==> src/rtl/myy_pkg.sv <==
// myy_pkg: shared definitions for the four-operation microprogram controller.
// Holds the controller state encoding, opcode values and the bit positions of
// the BO control vector y[10:1] (also used by BO-level benches).
package myy_pkg;

    typedef enum logic [2:0] {
        IDLE,
        LOAD,
        ARITH,
        MROT,
        MADD,
        FIX,
        FLAG,
        DONE
    } state_t;

    localparam logic [1:0] OP_ADD = 2'b00;
    localparam logic [1:0] OP_SUB = 2'b01;
    localparam logic [1:0] OP_MUL = 2'b10;
    localparam logic [1:0] OP_NEG = 2'b11;

    // y-vector bit positions (vector is indexed 10:1)
    localparam int Y_LD_RA  = 1;   // load RA
    localparam int Y_RB_SEL = 2;   // RB load select (1 = load b, 0 = shift)
    localparam int Y_RB_EN  = 3;   // RB clock enable
    localparam int Y_ADD_A  = 4;   // +A to adder
    localparam int Y_SUB_A  = 5;   // -A to adder
    localparam int Y_RR_SEL = 6;   // RR load select (1 = adder, 0 = rotate left)
    localparam int Y_RR_EN  = 7;   // RR clock enable
    localparam int Y_RR_CLR = 8;   // clear RR
    localparam int Y_RR_SRC = 9;   // adder second input = RR (0 = sext RB)
    localparam int Y_FLAG   = 10;  // latch result flag

endpackage

==> src/rtl/myy_four_oper.sv <==
// myy_four_oper: microprogram control unit driving one four-operation BO
// (ADD, SUB, NEG, MUL in ones' complement).
// Ports:
//   clk    - clock, rising edge
//   rst    - synchronous reset, active-high
//   start  - operation request, sampled only in IDLE
//   op     - opcode (00 ADD, 01 SUB, 10 MUL, 11 NEG), latched with start
//   f      - BO flags: [0] multiplier sign, [1] analysed multiplier bit,
//            [2] negative zero in RR
//   y      - BO control vector [10:1], acted on by BO at the next edge
//   busy   - high in every state except IDLE
//   done   - one-cycle completion pulse
module myy_four_oper
    import myy_pkg::*;
#(
    parameter int N = 4
) (
    input  logic        clk,
    input  logic        rst,
    input  logic        start,
    input  logic [1:0]  op,
    input  logic [2:0]  f,
    output logic [10:1] y,
    output logic        busy,
    output logic        done
);

    localparam int CW = $clog2(N);
    localparam logic [CW-1:0] CNT_LAST = CW'(N - 2);

    state_t        state_q, state_d;
    logic [1:0]    op_q, op_d;
    logic [CW-1:0] cnt_q, cnt_d;

    always_ff @(posedge clk) begin
        if (rst) begin
            state_q <= IDLE;
            op_q    <= OP_ADD;
            cnt_q   <= '0;
        end else begin
            state_q <= state_d;
            op_q    <= op_d;
            cnt_q   <= cnt_d;
        end
    end

    always_comb begin
        state_d = state_q;
        op_d    = op_q;
        cnt_d   = cnt_q;
        y       = '0;
        case (state_q)
            IDLE: begin
                if (start) begin
                    op_d    = op;
                    cnt_d   = '0;
                    state_d = LOAD;
                end
            end
            LOAD: begin
                y[Y_LD_RA]  = 1'b1;
                y[Y_RB_SEL] = 1'b1;
                y[Y_RB_EN]  = 1'b1;
                y[Y_RR_CLR] = 1'b1;
                state_d = (op_q == OP_MUL) ? MROT : ARITH;
            end
            ARITH: begin
                y[Y_RR_SEL] = 1'b1;
                y[Y_RR_EN]  = 1'b1;
                case (op_q)
                    OP_ADD: y[Y_ADD_A] = 1'b1;
                    OP_SUB: y[Y_SUB_A] = 1'b1;
                    OP_NEG: begin
                        // RR was cleared in LOAD, so RR + (-A) = -A
                        y[Y_SUB_A]  = 1'b1;
                        y[Y_RR_SRC] = 1'b1;
                    end
                    default: ;
                endcase
                state_d = FIX;
            end
            MROT: begin
                // rotate-left of a ones' complement value doubles it
                y[Y_RR_EN] = 1'b1;
                state_d    = MADD;
            end
            MADD: begin
                y[Y_RB_EN] = 1'b1;
                // Positive multiplier adds A on a 1 bit; negative multiplier
                // adds -A on a 0 bit (complemented magnitude), so no final
                // correction is needed.
                if (f[0] ^ f[1]) begin
                    y[Y_RR_SEL] = 1'b1;
                    y[Y_RR_EN]  = 1'b1;
                    y[Y_RR_SRC] = 1'b1;
                    y[Y_ADD_A]  = ~f[0];
                    y[Y_SUB_A]  = f[0];
                end
                if (cnt_q == CNT_LAST) begin
                    state_d = FIX;
                end else begin
                    cnt_d   = cnt_q + 1'b1;
                    state_d = MROT;
                end
            end
            FIX: begin
                // negative zero is normalised to +0
                y[Y_RR_CLR] = f[2];
                state_d     = FLAG;
            end
            FLAG: begin
                y[Y_FLAG] = 1'b1;
                state_d   = DONE;
            end
            DONE: state_d = IDLE;
            default: state_d = IDLE;
        endcase
    end

    assign busy = (state_q != IDLE);
    assign done = (state_q == DONE);

endmodule

==> config.mk <==
export PLATFORM = sky130hd
export DESIGN_NAME = myy_four_oper
export DESIGN_NICKNAME = d
export VERILOG_FILES = /design/src/rtl/myy_pkg.sv /design/src/rtl/myy_four_oper.sv
export SDC_FILE = /design/constraint.sdc
export NUM_CORES = 1
export LEC_CHECK = 0
export ABC_CLOCK_PERIOD_IN_PS = 1800
export BUFFER_PORTS_ARGS = -buffer_cell sky130_fd_sc_hd__buf_2
export CAP_MARGIN = 10
export CORE_MARGIN = 2
export CORE_UTILIZATION = 34
export DETAILED_ROUTE_END_ITERATION = 16
export GPL_ROUTABILITY_DRIVEN = 0
export SLEW_MARGIN = 0
export SYNTH_ARGS = -nofsm -noshare
export SYNTH_HDL_FRONTEND = slang
export SYNTH_SLANG_ARGS = --single-unit
==> constraint.sdc <==
create_clock -name clk -period 1.8 [get_ports clk]
set_clock_uncertainty 0.05 [all_clocks]
set_input_delay 0.36 -clock clk [delete_from_list [all_inputs] [get_ports clk]]
set_output_delay 0.36 -clock clk [all_outputs]
set_load 0.005 [all_outputs]
==> impl_metrics.sql <==
INSERT INTO impl_metrics (metric_group, metric, value, unit) VALUES
('die', 'initial_utilization', '0.372', ''),
('sta', 'timing.fmax', '0.580', 'GHz'),
('critical_path', 'critPathKind', 'flip-flop to output pin', ''),
('pwr', 'total_leakage_power', '0.290', 'nW'),
('hold_path', 'hold_path.class', 'input pin to flip-flop', ''),
('synthesis', 'syn-num-nets', '76', ''),
('critical_path', 'crit_arrival', '1320', 'ps'),
('cts', 'holdBufCountCts', '0', ''),
('drt', 'route.detailed.vias_per_inst', '5.09', ''),
('global_route', 'first_global_vias', '429', ''),
('global_route', 'grt_overflow', '0', ''),
('drt', 'routed_wire_per_std_cell', '10.4', 'um'),
('die', 'placement_rows', '13', ''),
('synthesis', 'synthArstFlopShare', '0', ''),
('synthesis', 'synth.yosys.seq_area_share', '0.286', ''),
('synthesis', 'synth-xor-area-share', '0.0179', ''),
('synthesis', 'yosys_register_bits', '7', ''),
('critical_path', 'cell_chain_of_the_critical_path', 'buf_4, or3_1, buf_2', ''),
('die', 'fp.dieH', '42.0', 'um'),
('cts', 'clk_pin_slew_worst_paths', '60', 'ps'),
('synthesis', 'synth_top_cells_by_area', 'dfxtp_1 29%, ha_1 7.7%, a21oi_1 7.1%', ''),
('drt', 'highest-signal-layer', 'met4', ''),
('drt', 'met2RoutedLength', '485', 'um'),
('synthesis', 'main_combinational_cell_family_by_area_after_synthesis', 'simple AND/OR/NAND/NOR gates', ''),
('sta', 'worst_pin_slew', '379', 'ps'),
('synthesis', 'synth_edf_count', '0', ''),
('synthesis', 'synth_fa_ha_area_frac', '0.0765', ''),
('cts', 'cts.root.buffer_cell', 'clkbuf_4', ''),
('critical_path', 'crit_path_end_kind', 'output pin', ''),
('final_layout', 'n_antenna_cell', '0', ''),
('critical_path', 'startpoint_type', 'flip-flop', ''),
('synthesis', 'synth_compound_area_frac', '0.171', ''),
('run', 'cap_viol_max_count', '0', ''),
('sta', 'rsz0062_at_grt', 'false', ''),
('drt', 'vias', '504', ''),
('die', 'boundaryPins', '20', ''),
('global_route', 'grt_first_pass_wirelength', '1730', 'um'),
('cts', 'tritoncts', 'built', ''),
('critical_path', 'cpMaxStageDelayCell', 'dfxtp_1', ''),
('synthesis', 'synthFlopType', 'dfxtp_1', ''),
('cts', 'cts-htree-levels', '1', ''),
('global_route', 'largest_net_degree_at_the_start_of_global_routing', '15', ''),
('pwr', 'finalPower', '0.461', 'mW'),
('die', 'chipWidth', '42.0', 'um'),
('pwr', 'ir_worst_vdd', '0.351', 'mV'),
('synthesis', 'synth_common_cells', '7 x a21oi_1, 7 x dfxtp_1, 7 x nor2_1, 5 x nand2_1, 5 x nand2b_1', ''),
('final_layout', 'post_layout_nonfiller_instances', '99', ''),
('placed_design', 'buffer_ports.inserted', '19', ''),
('pwr', 'power_per_cell_area', '735', 'mW/mm2'),
('sta', 'finalCritPeriodShare', '0.959', ''),
('placed_design', 'cell_count_after_placement', '95', ''),
('sta', 'slew_violations', '0', ''),
('drt', 'post-route-drc-count', '0', ''),
('sta', 'slew_limit_headroom', '0.744', ''),
('run_status', 'outcome', 'finished, final reports clean', ''),
('die', 'die_area', '0.00176', 'mm2'),
('cts', 'clkSinkCount', '7', ''),
('die', 'placeableCoreArea', '0.00132', 'mm2'),
('critical_path', 'worst_stage_delay_on_the_critical_path', '370', 'ps'),
('final_layout', 'drive_above_1_share', '0.357', ''),
('sta', 'final_period_minus_worst_setup_slack', '1730', 'ps'),
('cts', 'cts_max_path_buffers', '2', ''),
('synthesis', 'synth_cell_type_count', '25', ''),
('synthesis', 'synthMuxAreaShare', '0', ''),
('drt', 'drt_first_iter_violations', '7', ''),
('drt', 'routed_wl', '1030', 'um'),
('drt', 'detail_route.first_pass.iterations', '4', ''),
('critical_path', 'data_required_time_of_the_critical_path', '1390', 'ps'),
('final_layout', 'area_added_between_synthesis_and_finish', '27.8', '%'),
('sta', 'timing.setup.tns', '0', 'ps'),
('synthesis', 'yosysWarnings', '0', '');
## metrics by stage
step / area [um2] / utilization / worst slack (ps) / hold WS [ps]
after floorplan: 490 / - / 316 / 379
after global placement: 582 / 0.442 / 199 / 402
after detailed placement: 582 / 0.442 / 185 / 412
after CTS: 612 / 0.464 / 17.3 / 293
after global routing: 627 / 0.476 / 12.5 / 314
final: 627 / 0.476 / 74.6 / 297
## where the power goes
| group | internal (mW) | leakage (nW) | total [mW] | switching, mW |
|---|---|---|---|---|
| Clock | 0.0814 | 0.0177 | 0.144 | 0.0627 |
| Combinational | 0.0669 | 0.213 | 0.123 | 0.0565 |
| Sequential | 0.168 | 0.0587 | 0.193 | 0.0254 |
## sequential cells by signal (all words and copies together), names as in the netlist
name,count
op_q,2
cnt_q,2
state_q,3
## layer usage
layer  track usage  vias to the layer above
met1         0.150                      220
met2         0.206                       19
met5             0                        -
met3        0.0129                        4
met4        0.0968                        0
li1              -                      261
## cell type report
cell class / instances / area, um2
Tap cell: 15 / 18.8
Clock buffer: 3 / 22.5
Sequential cell: 7 / 148
Inverter: 4 / 15.0
Multi-Input combinational cell: 49 / 315
Fill cell: 142 / 691
Clock inverter: 1 / 5.00
Timing Repair Buffer: 20 / 103
## layout by cell type, fill, tap and decap left out, drive strengths merged, types with 2 or more instances in the layout
cell	synthesis	routed
buf	2	20
nand3	3	3
a22oi	2	2
o21ai	2	2
nor2b	2	2
clkbuf	3	3
a21oi	7	7
dfxtp	7	7
nand2b	5	5
ha	3	3
inv	4	4
nor2	7	7
and3	2	2
nand2	5	5
or4b	2	2
a211oi	2	2
## worst max-delay path: cells and delay by family, from the launching register on
| family | cells | cell delay (ps) |
|---|---|---|
| flip-flops | 1 | 370 |
| buffers and inverters | 2 | 330 |
| AND/OR/NAND/NOR | 1 | 360 |
## worst paths after layout
| check | from | endpoint | slack [ps] | cells past startpoint |
|---|---|---|---|---|
| worst min-delay path | op[0] | op_q[0] | 300 | 3 |
| worst max register to register | cnt_q[0] | cnt_q[1] | 260 | 5 |
| worst min register to register | cnt_q[0] | cnt_q[0] | 420 | 2 |
| worst max-delay path | state_q[0] | busy | 70 | 3 |
## what timing repair did
| item | CTS | global route |
|---|---|---|
| resized for setup | 2 | 5 |
| cloned | 0 | 0 |
| setup endpoints to repair | 5 | 4 |
| setup buffers | 0 | 0 |
## logic make-up (layout without fill, tap and decap cells)
group,after synthesis,after routing
AO/OA/AOI/OAI,14,14
XOR/XNOR,1,1
adder cells (fa/ha/maj),3,3
buffers and inverters,9,28
flip-flops,7,7
AND/OR/NAND/NOR,31,31
No activity file was read; power rests on OpenSTA's default activity.
